==> src/rtl/bf_pkg.sv <==
// Shared definitions for the buffered UART transmitter: serialiser state
// encoding and the idle line level.
package bf_pkg;

   typedef enum logic [2:0] {
      IDLE   = 3'd0,
      START  = 3'd1,
      DATA   = 3'd2,
      PARITY = 3'd3,
      STOP   = 3'd4
   } uart_tx_state_t;

   localparam logic UART_IDLE_LEVEL = 1'b1;

endpackage

==> src/rtl/bf_fifo.sv <==
// Synchronous FIFO with registered full/empty flags and a sticky overflow flag.
// Pointers carry one extra wrap bit so full and empty are distinguishable.
module bf_fifo #(
   parameter int WIDTH = 8,
   parameter int DEPTH = 16
)(
   input  logic             i_clk,
   input  logic             i_rst_n,
   input  logic             i_wr_en,
   input  logic [WIDTH-1:0] i_wr_data,
   input  logic             i_rd_en,
   output logic [WIDTH-1:0] o_rd_data,
   output logic             o_full,
   output logic             o_empty,
   output logic             o_overflow
);

   localparam int AW = $clog2(DEPTH);

   logic [WIDTH-1:0] r_mem [DEPTH];
   logic [AW:0]      r_wr_ptr;
   logic [AW:0]      r_rd_ptr;
   logic             r_full;
   logic             r_empty;
   logic             r_overflow;

   logic             w_push;
   logic             w_pop;
   logic [AW:0]      w_wr_ptr_nxt;
   logic [AW:0]      w_rd_ptr_nxt;

   // A pop in the same cycle never frees a slot for the write: gate on current full.
   assign w_push       = i_wr_en && !r_full;
   assign w_pop        = i_rd_en && !r_empty;
   assign w_wr_ptr_nxt = w_push ? r_wr_ptr + 1'b1 : r_wr_ptr;
   assign w_rd_ptr_nxt = w_pop  ? r_rd_ptr + 1'b1 : r_rd_ptr;

   always_ff @(posedge i_clk or negedge i_rst_n) begin
      if (!i_rst_n) begin
         r_wr_ptr   <= '0;
         r_rd_ptr   <= '0;
         r_full     <= 1'b0;
         r_empty    <= 1'b1;
         r_overflow <= 1'b0;
      end else begin
         r_wr_ptr <= w_wr_ptr_nxt;
         r_rd_ptr <= w_rd_ptr_nxt;
         r_full   <= (w_wr_ptr_nxt[AW] != w_rd_ptr_nxt[AW]) &&
                     (w_wr_ptr_nxt[AW-1:0] == w_rd_ptr_nxt[AW-1:0]);
         r_empty  <= (w_wr_ptr_nxt == w_rd_ptr_nxt);
         if (i_wr_en && r_full) begin
            r_overflow <= 1'b1;
         end
      end
   end

   always_ff @(posedge i_clk) begin
      if (w_push) begin
         r_mem[r_wr_ptr[AW-1:0]] <= i_wr_data;
      end
   end

   assign o_rd_data  = r_mem[r_rd_ptr[AW-1:0]];
   assign o_full     = r_full;
   assign o_empty    = r_empty;
   assign o_overflow = r_overflow;

endmodule

==> src/rtl/uart_tx_fifo.sv <==
// FIFO-buffered UART transmitter: frames start, LSB-first data, optional even
// parity (UART_TX_PARITY_EN) and stop bits onto a registered serial line.
module uart_tx_fifo
   import bf_pkg::*;
#(
   parameter int UART_TX_BAUD = 4,
   parameter int DATA_BITS    = 8,
   parameter int STOP_BITS    = 1,
   parameter int FIFO_DEPTH   = 16
)(
   input  logic                 clk,
   input  logic                 rst_n,
   input  logic [DATA_BITS-1:0] stdout,
   input  logic                 stdout_en,
   output logic                 uart_tx_pin,
   output logic                 full,
   output logic                 empty,
   output logic                 busy,
   output logic                 overflow,
   output uart_tx_state_t       o_dbg_state
);

   localparam int CNT_W = $clog2(STOP_BITS * UART_TX_BAUD + 1);
   localparam int BIT_W = $clog2(DATA_BITS);
   localparam logic [CNT_W-1:0] BAUD_LAST = CNT_W'(UART_TX_BAUD - 1);
   localparam logic [CNT_W-1:0] STOP_LAST = CNT_W'(STOP_BITS * UART_TX_BAUD - 1);
   localparam logic [BIT_W-1:0] LAST_BIT  = BIT_W'(DATA_BITS - 1);

   uart_tx_state_t       r_state;
   logic [CNT_W-1:0]     r_baud_cnt;
   logic [BIT_W-1:0]     r_bit_idx;
   logic [DATA_BITS-1:0] r_shift;
   logic                 r_pin;
   logic                 r_busy;
`ifdef UART_TX_PARITY_EN
   logic                 r_parity;
`endif

   logic                 w_pop;
   logic                 w_empty;
   logic                 w_pin_nxt;
   logic [DATA_BITS-1:0] w_rd_data;

   assign w_pop = (r_state == IDLE) && !w_empty;

   bf_fifo #(
      .WIDTH (DATA_BITS),
      .DEPTH (FIFO_DEPTH)
   ) u_fifo (
      .i_clk      (clk),
      .i_rst_n    (rst_n),
      .i_wr_en    (stdout_en),
      .i_wr_data  (stdout),
      .i_rd_en    (w_pop),
      .o_rd_data  (w_rd_data),
      .o_full     (full),
      .o_empty    (w_empty),
      .o_overflow (overflow)
   );

   // Line level for the current state; registered below so the pin never glitches.
   always_comb begin
      w_pin_nxt = UART_IDLE_LEVEL;
      case (r_state)
         IDLE:    w_pin_nxt = UART_IDLE_LEVEL;
         START:   w_pin_nxt = 1'b0;
         DATA:    w_pin_nxt = r_shift[0];
`ifdef UART_TX_PARITY_EN
         PARITY:  w_pin_nxt = r_parity;
`endif
         STOP:    w_pin_nxt = 1'b1;
         default: w_pin_nxt = UART_IDLE_LEVEL;
      endcase
   end

   always_ff @(posedge clk or negedge rst_n) begin
      if (!rst_n) begin
         r_state    <= IDLE;
         r_baud_cnt <= '0;
         r_bit_idx  <= '0;
         r_shift    <= '0;
         r_pin      <= UART_IDLE_LEVEL;
         r_busy     <= 1'b0;
`ifdef UART_TX_PARITY_EN
         r_parity   <= 1'b0;
`endif
      end else begin
         r_pin <= w_pin_nxt;
         case (r_state)
            IDLE: begin
               if (w_pop) begin
                  r_shift    <= w_rd_data;
`ifdef UART_TX_PARITY_EN
                  r_parity   <= ^w_rd_data;
`endif
                  r_baud_cnt <= '0;
                  r_bit_idx  <= '0;
                  r_state    <= START;
                  r_busy     <= 1'b1;
               end
            end
            START: begin
               if (r_baud_cnt == BAUD_LAST) begin
                  r_baud_cnt <= '0;
                  r_state    <= DATA;
               end else begin
                  r_baud_cnt <= r_baud_cnt + 1'b1;
               end
            end
            DATA: begin
               if (r_baud_cnt == BAUD_LAST) begin
                  r_baud_cnt <= '0;
                  r_shift    <= r_shift >> 1;
                  if (r_bit_idx == LAST_BIT) begin
                     r_bit_idx <= '0;
`ifdef UART_TX_PARITY_EN
                     r_state   <= PARITY;
`else
                     r_state   <= STOP;
`endif
                  end else begin
                     r_bit_idx <= r_bit_idx + 1'b1;
                  end
               end else begin
                  r_baud_cnt <= r_baud_cnt + 1'b1;
               end
            end
`ifdef UART_TX_PARITY_EN
            PARITY: begin
               if (r_baud_cnt == BAUD_LAST) begin
                  r_baud_cnt <= '0;
                  r_state    <= STOP;
               end else begin
                  r_baud_cnt <= r_baud_cnt + 1'b1;
               end
            end
`endif
            STOP: begin
               if (r_baud_cnt == STOP_LAST) begin
                  r_baud_cnt <= '0;
                  r_state    <= IDLE;
                  r_busy     <= 1'b0;
               end else begin
                  r_baud_cnt <= r_baud_cnt + 1'b1;
               end
            end
            default: begin
               r_state <= IDLE;
               r_busy  <= 1'b0;
            end
         endcase
      end
   end

   assign uart_tx_pin = r_pin;
   assign busy        = r_busy;
   assign empty       = w_empty;
   assign o_dbg_state = r_state;

endmodule

==> config.mk <==
export PLATFORM = sky130hd
export DESIGN_NAME = uart_tx_fifo
export DESIGN_NICKNAME = d
export VERILOG_FILES = /design/src/rtl/bf_pkg.sv /design/src/rtl/bf_fifo.sv /design/src/rtl/uart_tx_fifo.sv
export SDC_FILE = /design/constraint.sdc
export NUM_CORES = 1
export LEC_CHECK = 0
export CAP_MARGIN = 20
export CORE_UTILIZATION = 55
export CTS_CLUSTER_SIZE = 40
export DETAILED_ROUTE_END_ITERATION = 8
export GPL_ROUTABILITY_DRIVEN = 0
export GPL_TIMING_DRIVEN = 1
export PLACE_DENSITY_LB_ADDON = 0.1
export SYNTH_ARGS = -nofsm -noshare
export SYNTH_HDL_FRONTEND = slang
export SYNTH_SLANG_ARGS = --single-unit
==> constraint.sdc <==
create_clock -name clk -period 3.1 [get_ports clk]
set_clock_uncertainty 0.1 [all_clocks]
set_input_delay 0.93 -clock clk [delete_from_list [all_inputs] [get_ports clk]]
set_output_delay 0.93 -clock clk [all_outputs]
set_load 0.02 [all_outputs]
==> results.sh, run 1 <==
export IMPL_ys_top_cells_by_area="edfxtp_1 57%, dfrtp_1 11%, mux4_2 6.7%"
export IMPL_synth_seq_cells=160
export IMPL_syn_area_sq_um=6690
export IMPL_groute_usage_overall_pct=22.0
export IMPL_detailed_place_hpwl_um=7980
export IMPL_hp_start="u_fifo.o_overflow"
export IMPL_peakVddDrop_mv=0.598
export IMPL_fin_tns_setup_ns=0
export IMPL_worstSetupStartpointType="register"
export IMPL_vias=3535
export IMPL_worstPathCellList="clkdlybuf4s50_1"
export IMPL_worst_ep_arrival_time_ns=1.67
export IMPL_multiInputGateArea_sq_um=1850
export IMPL_antenna_found_initial=0
export IMPL_rsz0062_at_grt="no"
export IMPL_syn_avg_cell_area_sq_um=16.9
export IMPL_slew_violations=0
export IMPL_required_ns=2.07
export IMPL_ys_seq_area_share_pct=69.4
export IMPL_drt_total_wl_um=12500
export IMPL_drc=1
export IMPL_slew_headroom_pct=47.7
export IMPL_cts_root_buf="clkbuf_16"
export IMPL_synthDistinctLibCells=49
export IMPL_final_nets=456
export IMPL_crit_start="o_dbg_state[2]"
export IMPL_violations="design-rule violations"
export IMPL_ant_nets=0
export IMPL_powerDensity_nw_per_um2=920
export IMPL_cts_tree="yes"
export IMPL_grt_overflow=0
export IMPL_yosysTopAreaCellShare_pct=57.4
export IMPL_synthTopCellsByCount="128 x edfxtp_1, 36 x nor2_1, 30 x dfrtp_1"
export IMPL_cts_sinks=160
export IMPL_post_route_period_util_pct=87.1
export IMPL_n_antenna_cell=0
export IMPL_cts_hold_buf=0
export IMPL_yosysWarnings=0
export IMPL_max_stage_delay_ns=0.68
export IMPL_hold_viol_final=0
export IMPL_whs_ns=0.363
export IMPL_synth_edf_count=128
export IMPL_fillers=807
export IMPL_fp_dieArea_sq_um=12600
export IMPL_grt_first_pass_wirelength_um=20000
export IMPL_rows=39
export IMPL_pin_count=19
export IMPL_grt_pass1_vias=3606
export IMPL_synthFlopType="edfxtp_1"
export IMPL_netlist_instances=396
export IMPL_wl_per_cell_um=21.1
export IMPL_p_leak_nw=2.76
export IMPL_via_per_inst=5.97
export IMPL_cts_resized=0
export IMPL_yosysTopAreaCell="edfxtp_1"
export IMPL_dp_cells=561
export IMPL_io_buffers=18
export IMPL_first_pass_iters=9
export IMPL_critical_path_class="register to output pin"
export IMPL_syn_to_final_growth_pct=14.0
export IMPL_setup_viol=0
export IMPL_coreArea_sq_um=11600
export IMPL_hp_class="register to register"
export IMPL_utilization_pct=65.7
export IMPL_seq_area_sq_um=4650
export IMPL_crit_fanout=11
export IMPL_drtIter0Drc=257
export IMPL_fp_dieW_um=112
export IMPL_cts_setup_buffers=0
export IMPL_cp_slowest_cell="clkdlybuf4s50_1"
export IMPL_drive_gt1_share_pct=19.4
export IMPL_r2r_start="u_fifo.r_rd_ptr[0]"
export IMPL_syn_num_nets=415
export IMPL_synth_most_common_cell="edfxtp_1"
export IMPL_status="finished with violations"
export IMPL_clk_latency_ns=0.42
export IMPL_clkTransAtPathRegs_ns=0.06
export IMPL_initial_core_util_pct=57.6
export IMPL_crit_buf_inv=1
export IMPL_drv_cap=0
export IMPL_numCtsBuffers=17
export IMPL_min_period_ns=2.70
export IMPL_htreeDepth=4
export IMPL_layoutNonFillerInstCount=592
export IMPL_end_kind="output pin"
export IMPL_die_h_um=112
export IMPL_cts_buffer_depth=2
export IMPL_grt_max_degree=33
export IMPL_fmax_mhz=370
export IMPL_worst_slew_pin_slew_ns=0.784
export IMPL_async_reset_ff_share_pct=20.0
export IMPL_cp_top_family="buffers and inverters"
## stage by stage
step / instance area, sq um / setup slack [ns] / power [mW]
detailed placement: 7070 / 0.0775 / 5.12
global route: 7630 / 0.301 / 7.38
global placement: 7070 / 0.106 / 5.08
CTS: 7630 / 0.387 / 7.07
floorplan: 6690 / 0.699 / 4.59
finish: 7630 / 0.399 / 7.02
## cells in the final DEF (no fill, tap or decap), drive strengths merged, types with 2 or more instances in the layout
| cell | n |
|---|---|
| o21ai | 6 |
| clkinv | 8 |
| nand2 | 23 |
| clkbuf | 17 |
| o22ai | 7 |
| nand4 | 3 |
| mux2i | 22 |
| xnor2 | 5 |
| nor4 | 3 |
| mux2 | 3 |
| xor2 | 6 |
| nand2b | 5 |
| nor3 | 4 |
| clkinvlp | 2 |
| mux4 | 25 |
| a21oi | 8 |
| nor2 | 37 |
| clkdlybuf4s50 | 18 |
| a22o | 2 |
| nand3b | 3 |
| dfstp | 2 |
| a21o | 3 |
| nor2b | 4 |
| ha | 8 |
| a2111oi | 7 |
| inv | 10 |
| o31ai | 8 |
| buf | 23 |
| nand3 | 7 |
| dfrtp | 30 |
| edfxtp | 128 |
## kinds of logic after synthesis
| group | count (synthesis) | synth area share (%) |
|---|---|---|
| xor+xnor | 12 | 1.78 |
| flops | 160 | 69.4 |
| mux | 50 | 12.5 |
| compound gates | 47 | 5.05 |
| buf+inv | 26 | 2.92 |
| simple gates | 93 | 6.83 |
| fa+ha+maj | 8 | 1.50 |
## layout make-up
class | count | area share (%)
Clock buffer | 17 | 5.57
Clock inverter | 14 | 1.80
Inverter | 7 | 0.344
Multi-Input combinational cell | 210 | 24.2
Sequential cell | 160 | 60.9
Tap cell | 143 | 2.34
Timing Repair Buffer | 41 | 4.79
## flip-flops by register name, indices dropped and copies added, names as in the netlist
signal and count:
u_fifo.o_empty 1, u_fifo.r_mem 128, u_fifo.o_full 1, r_bit_idx 3, uart_tx_pin 1, u_fifo.r_wr_ptr 5, u_fifo.o_overflow 1, o_dbg_state 3
r_baud_cnt 3, r_shift 8, u_fifo.r_rd_ptr 5, busy 1
## path summary, 6_finish.rpt
path,end,cells past startpoint,slack (ns)
max,o_dbg_state[2],1,0.40
min,u_fifo.o_overflow,1,0.36
max reg2reg,r_shift[0],5,0.52
min reg2reg,u_fifo.o_overflow,1,0.36
max in group asynchronous,uart_tx_pin,2,1.77
min in group asynchronous,o_dbg_state[1],2,0.81
## where the power goes
part	switching [mW]	internal (mW)	total, mW	leakage, nW
Sequential	0.319	2.68	3.00	1.55
Clock	0.840	1.11	1.95	0.270
Combinational	1.09	0.982	2.07	0.936
## routing by layer
layer  part of all wire (%)  global-route usage [%]
met1                     43                    28.7
met3                    4.6                    5.67
met2                     51                    36.8
met5                      0                       0
met4                    1.2                    6.49
No activity file was read; power rests on OpenSTA's default activity.
==> run 2: changes to the inputs <==
- PLACE_DENSITY: not set -> 0.7
- PLACE_DENSITY_LB_ADDON: 0.1 -> not set
- clock period: 3.1 -> 3.4 ns (I/O delays scaled with it)
==> results.sh, run 2 (synthesis results as in run 1) <==
export IMPL_max_stage_delay_ns=0.68
export IMPL_grt_overflow=0
export IMPL_p_leak_nw=2.75
export IMPL_worstPathCellList="clkdlybuf4s50_1"
export IMPL_slew_headroom_pct=46.8
export IMPL_hp_class="register to register"
export IMPL_layout_common_cells="128 x edfxtp_1, 36 x nor2_1, 29 x dfrtp_1, 23 x nand2_1, 23 x buf_4"
export IMPL_wl_per_cell_um=21.6
export IMPL_fp_dieW_um=112
export IMPL_cts_setup_buffers=0
export IMPL_drtIter0Drc=341
export IMPL_end_kind="output pin"
export IMPL_die_h_um=112
export IMPL_syn_to_final_growth_pct=14.2
export IMPL_first_pass_iters=4
export IMPL_fmax_mhz=360
export IMPL_whs_ns=0.351
export IMPL_drt_total_wl_um=12800
export IMPL_routed_top_layer="met4"
export IMPL_setup_viol=0
export IMPL_min_delay_worst_endpoint="u_fifo.o_overflow"
export IMPL_cts_root_buf="clkbuf_16"
export IMPL_grt_pass1_vias=3619
export IMPL_cp_top_family="buffers and inverters"
export IMPL_vias=3556
export IMPL_via_per_inst=5.99
export IMPL_groute_usage_overall_pct=22.5
export IMPL_min_period_ns=2.78
export IMPL_largest_register_ffs=128
export IMPL_hp_start="u_fifo.o_overflow"
export IMPL_final_nets=457
export IMPL_worst_slew_pin_slew_ns=0.799
export IMPL_peakVddDrop_mv=0.447
export IMPL_seq_area_sq_um=4650
export IMPL_cts_tree="yes"
export IMPL_cts_sinks=160
export IMPL_crit_fanout=11
export IMPL_htreeDepth=4
export IMPL_initial_core_util_pct=57.6
export IMPL_pin_count=19
export IMPL_rows=39
export IMPL_status="finished clean"
export IMPL_ant_nets=0
export IMPL_fillers=814
export IMPL_post_route_period_util_pct=81.6
export IMPL_worst_ep_arrival_time_ns=1.66
export IMPL_drv_cap=0
export IMPL_slew_violations=0
export IMPL_cts_hold_buf=0
export IMPL_multiInputGateArea_sq_um=1850
export IMPL_clkTransAtPathRegs_ns=0.06
export IMPL_grt_first_pass_wirelength_um=20400
export IMPL_wl_met1_um=5500
export IMPL_reg2reg_slack_ns=0.75
export IMPL_drive_gt1_share_pct=18.6
export IMPL_rsz0062_at_grt="no"
export IMPL_hold_viol_final=0
export IMPL_n_antenna_cell=0
export IMPL_cp_slowest_cell="clkdlybuf4s50_1"
export IMPL_worstSetupStartpointType="register"
export IMPL_io_buffers=18
export IMPL_numCtsBuffers=17
export IMPL_powerDensity_nw_per_um2=847
export IMPL_clk_latency_ns=0.42
export IMPL_drc=0
export IMPL_required_ns=2.28
export IMPL_r2r_end="r_shift[5]"
export IMPL_crit_buf_inv=1
export IMPL_grt_max_degree=33
export IMPL_layout_commonest_cell="edfxtp_1"
export IMPL_fp_dieArea_sq_um=12600
export IMPL_wl_met3_um=548
export IMPL_rr_worst_depth=6
export IMPL_route_met2_wl_um=6620
export IMPL_critical_path_class="register to output pin"
export IMPL_hold_path_depth=1
export IMPL_cts_buffer_depth=2
export IMPL_cts_resized=0
export IMPL_r2r_start="u_fifo.r_rd_ptr[0]"
export IMPL_fin_tns_setup_ns=0
export IMPL_antenna_found_initial=0
export IMPL_coreArea_sq_um=11600
export IMPL_detailed_place_hpwl_um=8180
run 2: worst register-to-register path, cell delays in order (launching register included):
cell and delay (ns):
dfrtp_2 0.74, buf_4 0.26, mux4_2 0.49, mux2i_1 0.17, nor2_1 0.11, a2111oi_1 0.48
o31ai_1 0.16
run 2: worst max path at each step:
stage,cells after the start,to,start
global placement,6,u_fifo.o_full,stdout_en
detailed placement,6,u_fifo.o_empty,stdout_en
CTS,1,o_dbg_state[2],o_dbg_state[2]
global route,6,u_fifo.o_full,stdout_en
floorplan,4,u_fifo.r_mem[0][0],stdout_en
finish,1,o_dbg_state[2],o_dbg_state[2]
run 2: metrics by stage:
step                utilization, %  power, mW  cells  setup slack, ns  instance area (sq um)
floorplan                        -       4.18    396            0.909                   6690
global placement              60.9       4.62    562            0.329                   7080
detailed placement            60.9       4.69    562            0.239                   7080
CTS                           65.8       6.53    594            0.597                   7640
global route                  65.8       6.78    594            0.522                   7640
finish                        65.8       6.47    594            0.625                   7640
run 2: power breakdown:
part | total (mW) | switching [mW] | internal, mW | leakage [nW]
clock network | 1.83 | 0.752 | 1.08 | 0.263
logic | 1.88 | 0.982 | 0.903 | 0.940
registers | 2.76 | 0.316 | 2.44 | 1.55
run 2: area by class of cell:
class / instances / area share [%]
inverter: 7 / 0.344
clock inverter: 14 / 1.83
sequential: 160 / 60.8
multi-input combinational: 210 / 24.2
clock buffer: 18 / 5.61
tap: 143 / 2.34
timing repair buffer: 42 / 4.88
run 2: routing by layer:
metal | track usage [%] | vias up
met4 | 7.20 | 0
li1 | - | 1629
met2 | 36.7 | 80
met1 | 30.5 | 1836
met5 | 0 | -
met3 | 5.18 | 11
